## src/rtl/mult_pkg.sv

```systemverilog
// Shared definitions for the pipelined multiplier family.
package mult_pkg;

    // Register stages between operand capture and product output.
    localparam int STAGES = 3;

    typedef enum logic {
        MODE_UNSIGNED = 1'b0,
        MODE_SIGNED   = 1'b1
    } mode_e;

    // Full product width for a given operand width.
    function automatic int prod_w(input int width);
        return 2 * width;
    endfunction

endpackage

```

## src/rtl/prefix_adder_w.sv

```systemverilog
// Sklansky parallel-prefix adder, N bits, carry-out discarded, purely combinational.
module prefix_adder_w #(
    parameter int N = 16
) (
    input  logic [N-1:0] a,
    input  logic [N-1:0] b,
    output logic [N-1:0] sum
);

    localparam int LVLS = (N > 1) ? $clog2(N) : 1;

    logic [N-1:0] g0;
    logic [N-1:0] p0;
    logic [N-1:0] g_fin;
    logic         unused_prefix;

    assign g0 = a & b;
    assign p0 = a ^ b;

    genvar l, i;
    generate
        for (l = 0; l < LVLS; l++) begin : g_lvl
            logic [N-1:0] g_in;
            logic [N-1:0] p_in;
            logic [N-1:0] g_o;
            logic [N-1:0] p_o;

            if (l == 0) begin : g_first
                assign g_in = g0;
                assign p_in = p0;
            end else begin : g_next
                assign g_in = g_lvl[l-1].g_o;
                assign p_in = g_lvl[l-1].p_o;
            end

            for (i = 0; i < N; i++) begin : g_bit
                if (((i >> l) & 1) == 1) begin : g_cell
                    // Top bit of the lower half of this 2^(l+1) block.
                    localparam int J = ((i >> l) << l) - 1;
                    if ((i >> (l + 1)) == 0) begin : g_grey
                        // Span already reaches bit 0: only the generate term matters.
                        assign g_o[i] = g_in[i] | (p_in[i] & g_in[J]);
                        assign p_o[i] = 1'b0;
                    end else begin : g_black
                        assign g_o[i] = g_in[i] | (p_in[i] & g_in[J]);
                        assign p_o[i] = p_in[i] & p_in[J];
                    end
                end else begin : g_pass
                    assign g_o[i] = g_in[i];
                    assign p_o[i] = p_in[i];
                end
            end
        end
    endgenerate

    assign g_fin = g_lvl[LVLS-1].g_o;

    // Carry into bit i is the group generate of bits [i-1:0].
    assign sum = p0 ^ {g_fin[N-2:0], 1'b0};

    // Final carry-out and group propagates are not needed by a modular add.
    assign unused_prefix = ^{g_fin[N-1], g_lvl[LVLS-1].p_o};

endmodule

```

## src/rtl/mult_pipe.sv

```systemverilog
// Three-stage elastic multiplier: capture, partial products + carry-save, prefix add.
module mult_pipe
    import mult_pkg::*;
#(
    parameter int WIDTH = 8,
    parameter int TAG_W = 4
) (
    input  logic                 clk,
    input  logic                 rst_n,
    input  logic                 in_valid,
    output logic                 in_ready,
    input  logic [WIDTH-1:0]     in_a,
    input  logic [WIDTH-1:0]     in_b,
    input  logic                 in_signed,
    input  logic [TAG_W-1:0]     in_tag,
    output logic                 out_valid,
    input  logic                 out_ready,
    output logic [2*WIDTH-1:0]   out_p,
    output logic [TAG_W-1:0]     out_tag
);

    localparam int PW = prod_w(WIDTH);

    logic                     vld_p1_q, vld_p1_d;
    logic                     vld_p2_q, vld_p2_d;
    logic                     vld_p3_q, vld_p3_d;
    logic signed [WIDTH-1:0]  a_p1_q, a_p1_d;
    logic signed [WIDTH-1:0]  b_p1_q, b_p1_d;
    mode_e                    mode_p1_q, mode_p1_d;
    mode_e                    mode_p2_q, mode_p2_d;
    logic [TAG_W-1:0]         tag_p1_q, tag_p1_d;
    logic [TAG_W-1:0]         tag_p2_q, tag_p2_d;
    logic [TAG_W-1:0]         tag_p3_q, tag_p3_d;
    logic [PW-1:0]            sum_p2_q, sum_p2_d;
    logic [PW-1:0]            carry_p2_q, carry_p2_d;
    logic [PW-1:0]            p_p3_q, p_p3_d;

    logic                     s1_ready, s2_ready, s3_ready;
    logic                     is_signed;
    logic [PW-1:0]            a_ext;
    logic [PW-1:0]            add_sum;
    logic                     unused_mode_p2;

    // A stage accepts when empty or when its content moves on this cycle.
    assign s3_ready = !vld_p3_q || out_ready;
    assign s2_ready = !vld_p2_q || s3_ready;
    assign s1_ready = !vld_p1_q || s2_ready;
    assign in_ready = s1_ready;

    // ---- S1 -> S2: partial products and carry-save reduction ----
    assign is_signed = (mode_p1_q == MODE_SIGNED);
    assign a_ext     = {{WIDTH{a_p1_q[WIDTH-1] & is_signed}}, a_p1_q};

    // Rows 0..WIDTH-1 are the shifted multiplicands; the multiplier MSB carries
    // negative weight in signed mode, so its row is inverted and the +1 of the
    // two's-complement negation is supplied by the extra row WIDTH.
    genvar r, k;
    generate
        for (r = 0; r <= WIDTH; r++) begin : g_pp
            logic [PW-1:0] row;
            if (r < WIDTH - 1) begin : g_plain
                assign row = b_p1_q[r] ? (a_ext << r) : '0;
            end else if (r == WIDTH - 1) begin : g_msb
                assign row = !b_p1_q[r] ? '0 : (is_signed ? ~(a_ext << r) : (a_ext << r));
            end else begin : g_corr
                assign row = {{(PW-1){1'b0}}, b_p1_q[WIDTH-1] & is_signed};
            end
        end

        // Chain of full-adder rows folding one partial product per level.
        for (k = 2; k <= WIDTH; k++) begin : g_csa
            logic [PW-1:0] x, y, z, s_o, c_o, maj;
            logic          unused_msb;
            if (k == 2) begin : g_head
                assign x = g_pp[0].row;
                assign y = g_pp[1].row;
            end else begin : g_link
                assign x = g_csa[k-1].s_o;
                assign y = g_csa[k-1].c_o;
            end
            assign z          = g_pp[k].row;
            assign s_o        = x ^ y ^ z;
            assign maj        = (x & y) | (x & z) | (y & z);
            assign c_o        = {maj[PW-2:0], 1'b0};
            assign unused_msb = maj[PW-1];
        end
    endgenerate

    // ---- S2 -> S3: final carry-propagate add ----
    prefix_adder_w #(.N(PW)) u_add (
        .a   (sum_p2_q),
        .b   (carry_p2_q),
        .sum (add_sum)
    );

    // The rows already encode the mode; the registered copy is kept for visibility.
    assign unused_mode_p2 = mode_p2_q;

    // Next-state for every stage: hold unless the stage is allowed to load.
    always_comb begin
        vld_p1_d   = vld_p1_q;
        a_p1_d     = a_p1_q;
        b_p1_d     = b_p1_q;
        mode_p1_d  = mode_p1_q;
        tag_p1_d   = tag_p1_q;
        vld_p2_d   = vld_p2_q;
        sum_p2_d   = sum_p2_q;
        carry_p2_d = carry_p2_q;
        mode_p2_d  = mode_p2_q;
        tag_p2_d   = tag_p2_q;
        vld_p3_d   = vld_p3_q;
        p_p3_d     = p_p3_q;
        tag_p3_d   = tag_p3_q;

        // ---- S1: operand capture ----
        if (s1_ready) begin
            vld_p1_d = in_valid;
            if (in_valid) begin
                a_p1_d    = in_a;
                b_p1_d    = in_b;
                mode_p1_d = in_signed ? MODE_SIGNED : MODE_UNSIGNED;
                tag_p1_d  = in_tag;
            end
        end

        // ---- S2: carry-save rows ----
        if (s2_ready) begin
            vld_p2_d = vld_p1_q;
            if (vld_p1_q) begin
                sum_p2_d   = g_csa[WIDTH].s_o;
                carry_p2_d = g_csa[WIDTH].c_o;
                mode_p2_d  = mode_p1_q;
                tag_p2_d   = tag_p1_q;
            end
        end

        // ---- S3: product register; data only moves with a valid beat so a stall holds it ----
        if (s3_ready) begin
            vld_p3_d = vld_p2_q;
            if (vld_p2_q) begin
                p_p3_d   = add_sum;
                tag_p3_d = tag_p2_q;
            end
        end
    end

    // Control and output-stage registers, cleared by reset.
    always_ff @(posedge clk or negedge rst_n) begin
        if (!rst_n) begin
            vld_p1_q <= 1'b0;
            vld_p2_q <= 1'b0;
            vld_p3_q <= 1'b0;
            p_p3_q   <= '0;
            tag_p3_q <= '0;
        end else begin
            vld_p1_q <= vld_p1_d;
            vld_p2_q <= vld_p2_d;
            vld_p3_q <= vld_p3_d;
            p_p3_q   <= p_p3_d;
            tag_p3_q <= tag_p3_d;
        end
    end

    // Internal datapath registers, qualified by their valid bits and never reset.
    always_ff @(posedge clk) begin
        a_p1_q     <= a_p1_d;
        b_p1_q     <= b_p1_d;
        mode_p1_q  <= mode_p1_d;
        tag_p1_q   <= tag_p1_d;
        sum_p2_q   <= sum_p2_d;
        carry_p2_q <= carry_p2_d;
        mode_p2_q  <= mode_p2_d;
        tag_p2_q   <= tag_p2_d;
    end

    assign out_valid = vld_p3_q;
    assign out_p     = p_p3_q;
    assign out_tag   = tag_p3_q;

endmodule

```

## config.mk

```make
export PLATFORM = sky130hd
export DESIGN_NAME = mult_pipe
export DESIGN_NICKNAME = d
export VERILOG_FILES = /design/src/rtl/mult_pkg.sv /design/src/rtl/prefix_adder_w.sv /design/src/rtl/mult_pipe.sv
export SDC_FILE = /design/constraint.sdc
export NUM_CORES = 1
export LEC_CHECK = 0
export CAP_MARGIN = 20
export CELL_PAD_IN_SITES_DETAIL_PLACEMENT = 1
export CELL_PAD_IN_SITES_GLOBAL_PLACEMENT = 1
export CORE_ASPECT_RATIO = 0.9
export CORE_MARGIN = 1.5
export CORE_UTILIZATION = 43
export DETAILED_ROUTE_END_ITERATION = 10
export PLACE_DENSITY = 0.84
export SYNTH_ARGS = -nofsm -noshare
export SYNTH_HDL_FRONTEND = slang
export SYNTH_SLANG_ARGS = --single-unit
```

## constraint.sdc

```tcl
create_clock -name clk -period 4.1 [get_ports clk]
set_input_delay 0.615 -clock clk [delete_from_list [all_inputs] [get_ports clk]]
set_output_delay 0.615 -clock clk [all_outputs]
set_load 0.02 [all_outputs]
```

==> flow_metrics.py, run 1 <==
metrics = {
    "status": {
        "outcome": "finished with violations",
        "violations": "setup timing",
    },
    "grt": {
        "antenna_found_initial": 0,
        "grtUsageTotal": 0.186,
        "grt_pass1_vias": 3682,
        "grt_max_degree": 36,
        "grt_pass1_wl_microns": 18100,
        "grt-ovfl-total": 0,
        "top_usage_layer": "met2",
        "gr-usage-met3": 0.0426,
        "met2_usage": 0.348,
        "grtUsageMet1": 0.209,
    },
    "clocking": {
        "cts_hold_buf": 0,
        "clock_tree.root_cell": "clkbuf_16",
        "clk_pin_slew_ns": 0.06,
        "htree_num_levels": 3,
        "clock_latency_ns": 0.34,
        "cts_buffers": 9,
        "clockBufferDepth": 2,
        "clock-sinks": 79,
        "cts_tree": "yes",
    },
    "logic_synthesis": {
        "synth_edf_count": 56,
        "synth-warning-count": 0,
        "synthTopCellsByArea": "edfxtp_1 32%, fa_1 22%, dfrtp_1 11%",
        "syn_avg_cell_area_sq_um": 12.1,
        "synthCells": 428,
        "ys_top_cells_by_count": "82 x nand2_1, 57 x fa_1, 56 x edfxtp_1, 40 x ha_1, 40 x inv_1",
        "ys_types": 36,
        "ys_ff_latch": 79,
        "async_reset_ff_frac": 0.291,
        "dominantRegCellSynth": "edfxtp_1",
        "yosysMostFrequentCell": "nand2_1",
        "synth_nets": 550,
        "synth-seq-area-share": 0.436,
        "synth_top_area_cell": "edfxtp_1",
        "synth.top_cell.area_share": 0.325,
        "syn_area_sq_um": 5180,
    },
    "finish": {
        "layout-drive-gt1-share": 0.146,
        "stdcell_count": 656,
        "fill_cells": 1196,
        "final_nets": 617,
        "area_growth_pct": 23.5,
        "antennaDiodeCount": 0,
    },
    "power_and_ir_drop": {
        "power.leakage_nw": 2.72,
        "p_sw_frac": 0.371,
        "pwr_density_cell_nw_per_um2": 607,
        "vdd_drop_max_mv": 0.345,
        "p_seq_frac": 0.328,
        "p_sw_mw": 1.44,
        "finalPower_mw": 3.88,
        "intPower_mw": 2.44,
        "clkPwrFrac": 0.188,
        "combPwrFrac": 0.484,
    },
    "timing": {
        "post-route-period-util": 1.10,
        "setup_viol": 15,
        "finalMaxSlewViolations": 0,
        "finalSetupTns_ns": -4.54,
        "finalHoldViolCount": 0,
        "rsz0062_at_grt": "yes",
        "min_period_ns": 4.52,
        "worstMarginPinSlew_ns": 0.572,
        "setup_slack_ns": -0.419,
        "clock_skew_ns": 0.00853,
        "fmax_mhz": 221,
        "slew_headroom": 0.617,
    },
    "route": {
        "vias_per_cell": 4.94,
        "wl_per_cell_microns": 16.5,
        "ant_nets": 0,
        "firstDrtPassIters": 5,
        "drt_iter0_drc": 113,
        "wirelength_microns": 10800,
        "dr_total_vias": 3238,
        "drc": 0,
    },
    "flow_run": {
        "cap_violations": 0,
    },
    "setup_path": {
        "worstSetupStartpointType": "flip-flop",
        "endpoint_kind": "flip-flop",
        "r2r_slack_ns": -0.42,
        "crit_required_ns": 4.19,
        "cp_max_fo": 5,
        "critical_path_arrival_ns": 4.61,
        "crit_path_end": "sum_p2_q[13]",
        "crit_chain": "ha_4 -> and2_4 -> fa_1 -> inv_2 -> fa_1 -> inv_1 -> fa_1 -> fa_1 -> inv_1 -> fa_1 -> inv_2 -> fa_1 -> ha_1",
        "rr_worst_depth": 13,
        "worstSetupPathType": "reg2reg",
        "crit_path_start": "is_signed",
        "slowest_stage": "fa_1",
        "cpPeakStageDelay_ns": 0.55,
        "critPathMostFrequentCell": "fa_1",
        "reg2reg_from": "is_signed",
        "r2r_end": "sum_p2_q[13]",
    },
    "die": {
        "ios": 47,
        "rows": 37,
        "die_y_microns": 107,
        "core_area_sq_um": 11600,
        "die_x_microns": 119,
        "initial_core_util": 0.447,
        "dieArea_sq_um": 12700,
    },
    "hold_path": {
        "hold_class": "reg2reg",
    },
    "placement": {
        "dpl.cell_count": 632,
        "portBuffers": 46,
        "hpwl_microns": 8580,
        "gp_congestion": 0.827,
    },
}
power by group through the flow:
| stage | clock (mW) | sequential (mW) | combinational [mW] |
|---|---|---|---|
| after floorplan | 0 | 1.35 | 1.06 |
| after global placement | 0 | 1.27 | 1.59 |
| after detailed placement | 0 | 1.30 | 1.75 |
| after CTS | 0.747 | 1.28 | 1.80 |
| after global routing | 0.775 | 1.30 | 2.12 |
| final | 0.730 | 1.28 | 1.88 |
what timing repair did:
item | in CTS | in global routing
pin swaps | 2 | 5
endpoints found under the setup margin | 17 | 19
resized for setup | 10 | 17
buffers inserted | 2 | 4
cloned | 0 | 0
critical path: cells and delay by family, from the launching register on:
family / cells / cell delay [ns]
AND/OR/NAND/NOR: 1 / 0.16
adder cells (fa/ha/maj): 8 / 3.48
buffers and inverters: 4 / 0.22
flip-flops: 1 / 0.43
layout make-up:
type	count	area, sq um	share of cell area
Clock buffer	10	229	0.0358
Inverter	40	150	0.0235
Tap cell	156	195	0.0305
Clock inverter	6	46.3	0.00724
Sequential cell	79	2260	0.353
Timing Repair Buffer	73	718	0.112
Multi-Input combinational cell	292	2800	0.438
logic make-up (layout without fill, tap and decap cells):
kind of cell,after synthesis,in the layout,synth area share
XOR/XNOR,17,17,0.0288
adder cells (fa/ha/maj),97,97,0.317
AO/OA/AOI/OAI,38,38,0.0464
AND/OR/NAND/NOR,140,140,0.131
flip-flops,79,79,0.436
buffers and inverters,57,129,0.0413
cells in the final DEF (no fill, tap or decap), types with 3 or more instances in the layout:
cell,n
ha_1,34
buf_4,21
nand2_2,4
edfxtp_1,56
nand3_1,3
fa_2,6
a21oi_1,10
ha_4,5
clkdlybuf4s50_1,46
nand2_1,79
xor2_1,8
a21o_1,5
clkbuf_16,9
nor2b_1,3
buf_6,4
nand2b_1,3
xnor2_1,9
inv_1,33
o21ai_0,12
nor3_1,3
dfrtp_1,23
and2_1,32
inv_2,7
fa_1,51
worst min path at each step:
stage / startpoint / to / cells after the start
6_report: tag_p1_q[2] / tag_p2_q[2] / 0
5_1_grt: tag_p1_q[3] / tag_p2_q[3] / 0
3_5_place_dp: tag_p1_q[2] / tag_p2_q[2] / 0
2_1_floorplan: rst_n / out_p[0] / 0
4_1_cts: tag_p1_q[2] / tag_p2_q[2] / 0
3_3_place_gp: tag_p1_q[2] / tag_p2_q[2] / 0
routing by layer:
layer | vias to the layer above | wire length [microns] | share of wire
met3 | 14 | 341 | 0.032
li1 | 1536 | - | -
met4 | 0 | 209 | 0.019
met1 | 1628 | 4370 | 0.40
met5 | - | 0 | 0
met2 | 60 | 5880 | 0.54
stage by stage:
step | utilization | setup WS [ns] | hold WS, ns | cell area (sq um)
floorplan | - | -0.386 | 0.319 | 5200
global placement | 0.512 | -0.309 | 0.405 | 5930
detailed placement | 0.512 | -0.429 | 0.407 | 5930
CTS | 0.540 | -0.403 | 0.421 | 6250
global route | 0.553 | -0.536 | 0.428 | 6400
finish | 0.553 | -0.419 | 0.422 | 6400
state kept, by name (all words and copies together), names as in the netlist:
name	count
vld_p2_q	1
is_signed	1
out_p	16
tag_p2_q	4
tag_p1_q	4
b_p1_q	8
sum_p2_q	16
out_tag	4
vld_p1_q	1
a_p1_q	8
carry_p2_q	15
out_valid	1
No activity file was read; power rests on OpenSTA's default activity.
==> run 2, diff against run 1 <==
--- a/config.mk
+++ b/config.mk
@@ -10,9 +10,9 @@
 export CELL_PAD_IN_SITES_GLOBAL_PLACEMENT = 1
 export CORE_ASPECT_RATIO = 0.9
 export CORE_MARGIN = 1.5
-export CORE_UTILIZATION = 43
+export CORE_UTILIZATION = 30
 export DETAILED_ROUTE_END_ITERATION = 10
-export PLACE_DENSITY = 0.84
+export PLACE_DENSITY = 0.64
 export SYNTH_ARGS = -nofsm -noshare
 export SYNTH_HDL_FRONTEND = slang
 export SYNTH_SLANG_ARGS = --single-unit
==> run 2 against run 1 <==
Critical path depth rose by 1. The flow still finishes with violations (setup timing). Hold slack better by 0.0040 ns. Combinational power down 3%. Largest power group unchanged. Clock skew is 0.0017 ns lower. Routed wire length fell by 9.1%. Sequential share of layout area down 0.23 points. Worst setup slack lost 0.014 ns. Highest routed layer unchanged. Sequential cell count unchanged. Non-clock buffer count decreased by 3. Register-to-register slack barely moved.
==> flow_metrics.py, run 2 (same netlist as run 1, synthesis figures left out) <==
metrics = {
    "clocking": {
        "clockBufferDepth": 2,
        "htree_num_levels": 3,
        "clock-sinks": 79,
        "cts_buffers": 9,
        "clock_tree.root_cell": "clkbuf_16",
        "clk_pin_slew_ns": 0.07,
        "clock_latency_ns": 0.34,
        "cts_hold_buf": 0,
        "cts_tree": "yes",
    },
    "timing": {
        "finalHoldViolCount": 0,
        "finalMaxSlewViolations": 0,
        "worstMarginPinSlew_ns": 0.586,
        "slew_headroom": 0.608,
        "min_period_ns": 4.53,
        "fmax_mhz": 221,
        "rsz0062_at_grt": "yes",
        "post-route-period-util": 1.11,
        "clock_skew_ns": 0.00681,
        "setup_slack_ns": -0.433,
        "setup_viol": 15,
    },
    "power_and_ir_drop": {
        "finalPower_mw": 3.85,
        "vdd_drop_max_mv": 0.244,
        "pwr_density_cell_nw_per_um2": 598,
        "power.leakage_nw": 2.72,
    },
    "placement": {
        "gp_congestion": 0.759,
        "portBuffers": 46,
        "hpwl_microns": 7880,
        "dpl.cell_count": 689,
    },
    "route": {
        "wl_per_cell_microns": 13.9,
        "ant_nets": 0,
        "drc": 0,
        "firstDrtPassIters": 6,
        "wirelength_microns": 9820,
        "drt_iter0_drc": 57,
        "dr_total_vias": 3126,
        "vias_per_cell": 4.42,
    },
    "die": {
        "die_x_microns": 141,
        "rows": 45,
        "die_y_microns": 128,
        "initial_core_util": 0.307,
        "core_area_sq_um": 16900,
        "dieArea_sq_um": 18100,
        "ios": 47,
    },
    "setup_path": {
        "cpPeakStageDelay_ns": 0.54,
        "r2r_end": "sum_p2_q[15]",
        "critical_path_arrival_ns": 4.63,
        "reg2reg_from": "is_signed",
        "crit_chain": "ha_4 -> and2_4 -> fa_1 -> inv_2 -> fa_1 -> inv_1 -> fa_1 -> fa_1 -> buf_4 -> fa_1 -> fa_2 -> xnor2_2 -> xnor2_1 -> xnor2_1",
        "worstSetupPathType": "reg2reg",
        "crit_buf_inv": 3,
        "crit_required_ns": 4.19,
        "worstSetupPathDepth": 14,
        "rr_worst_depth": 14,
        "endpoint_kind": "flip-flop",
        "crit_path_start": "is_signed",
        "critPathMostFrequentCell": "fa_1",
        "slowest_stage": "fa_1",
        "crit_path_end": "sum_p2_q[15]",
        "crit_family": "adder cells",
        "cp_max_fo": 4,
        "r2r_slack_ns": -0.43,
        "worstSetupStartpointType": "flip-flop",
    },
    "finish": {
        "final_nets": 614,
        "antennaDiodeCount": 0,
        "area_growth_pct": 24.3,
        "stdcell_count": 708,
        "layout-drive-gt1-share": 0.135,
        "final_common_cell": "nand2_1",
        "fill_cells": 1815,
        "final_cell_mix": "79 x nand2_1, 56 x edfxtp_1, 53 x fa_1",
    },
    "flow_run": {
        "cap_violations": 0,
    },
    "grt": {
        "grt_pass1_vias": 3514,
        "grt-ovfl-total": 0,
        "grt_max_degree": 36,
        "grtUsageTotal": 0.123,
        "grt_pass1_wl_microns": 17300,
        "antenna_found_initial": 0,
    },
    "status": {
        "violations": "setup timing",
        "outcome": "finished with violations",
    },
    "hold_path": {
        "hold_class": "reg2reg",
    },
}
==> run 2: worst min path at each step <==
stage | start | endpoint | cells past startpoint
2_1_floorplan | rst_n | out_p[0] | 0
3_5_place_dp | tag_p1_q[2] | tag_p2_q[2] | 0
3_3_place_gp | tag_p1_q[2] | tag_p2_q[2] | 0
5_1_grt | tag_p1_q[0] | tag_p2_q[0] | 0
4_1_cts | tag_p1_q[2] | tag_p2_q[2] | 0
6_report | tag_p1_q[2] | tag_p2_q[2] | 0
==> run 2: what timing repair did <==
item	CTS	global route
endpoints found under the setup margin	16	18
pin swaps	0	5
gates resized for setup	11	13
buffers inserted	3	0
gates cloned	0	0
==> run 2: power breakdown <==
part	total, mW	switching [mW]	internal (mW)
sequential	1.27	0.107	1.16
combinational	1.82	0.955	0.864
clock	0.765	0.331	0.433
==> run 2: metrics by stage <==
| step | cell area, sq um | hold slack [ns] | setup slack [ns] | util | TNS (ns) |
|---|---|---|---|---|---|
| floorplan | 5200 | 0.319 | -0.386 | - | -3.27 |
| global placement | 6010 | 0.404 | -0.311 | 0.356 | -3.40 |
| detailed placement | 6010 | 0.416 | -0.438 | 0.356 | -4.55 |
| CTS | 6380 | 0.432 | -0.417 | 0.377 | -4.59 |
| global route | 6440 | 0.435 | -0.604 | 0.381 | -6.80 |
| finish | 6440 | 0.426 | -0.433 | 0.381 | -4.69 |
==> run 2: layer usage <==
layer	up-vias	global-route usage	part of all wire
li1	1527	-	-
met1	1537	0.159	0.49
met2	52	0.202	0.47
met3	10	0.0352	0.037
met4	0	0.0358	0.012
met5	-	0	0
==> run 2: layout make-up <==
cell class                 instances  area, sq um  area share
timing repair buffer              70          672       0.104
multi-input combinational        292         2810       0.436
clock inverter                     6         51.3     0.00797
clock buffer                      10          239      0.0371
tap                              211          264      0.0410
sequential                        79         2260       0.351
inverter                          40          150      0.0233
==> run 2: worst register-to-register path: stages (launching register included) <==
cell and delay (ns):
edfxtp_1 0.43, ha_4 0.19, and2_4 0.15, fa_1 0.54, inv_2 0.04, fa_1 0.50, inv_1 0.06, fa_1 0.52
fa_1 0.44, buf_4 0.15, fa_1 0.48, fa_2 0.38, xnor2_2 0.14, xnor2_1 0.13, xnor2_1 0.12
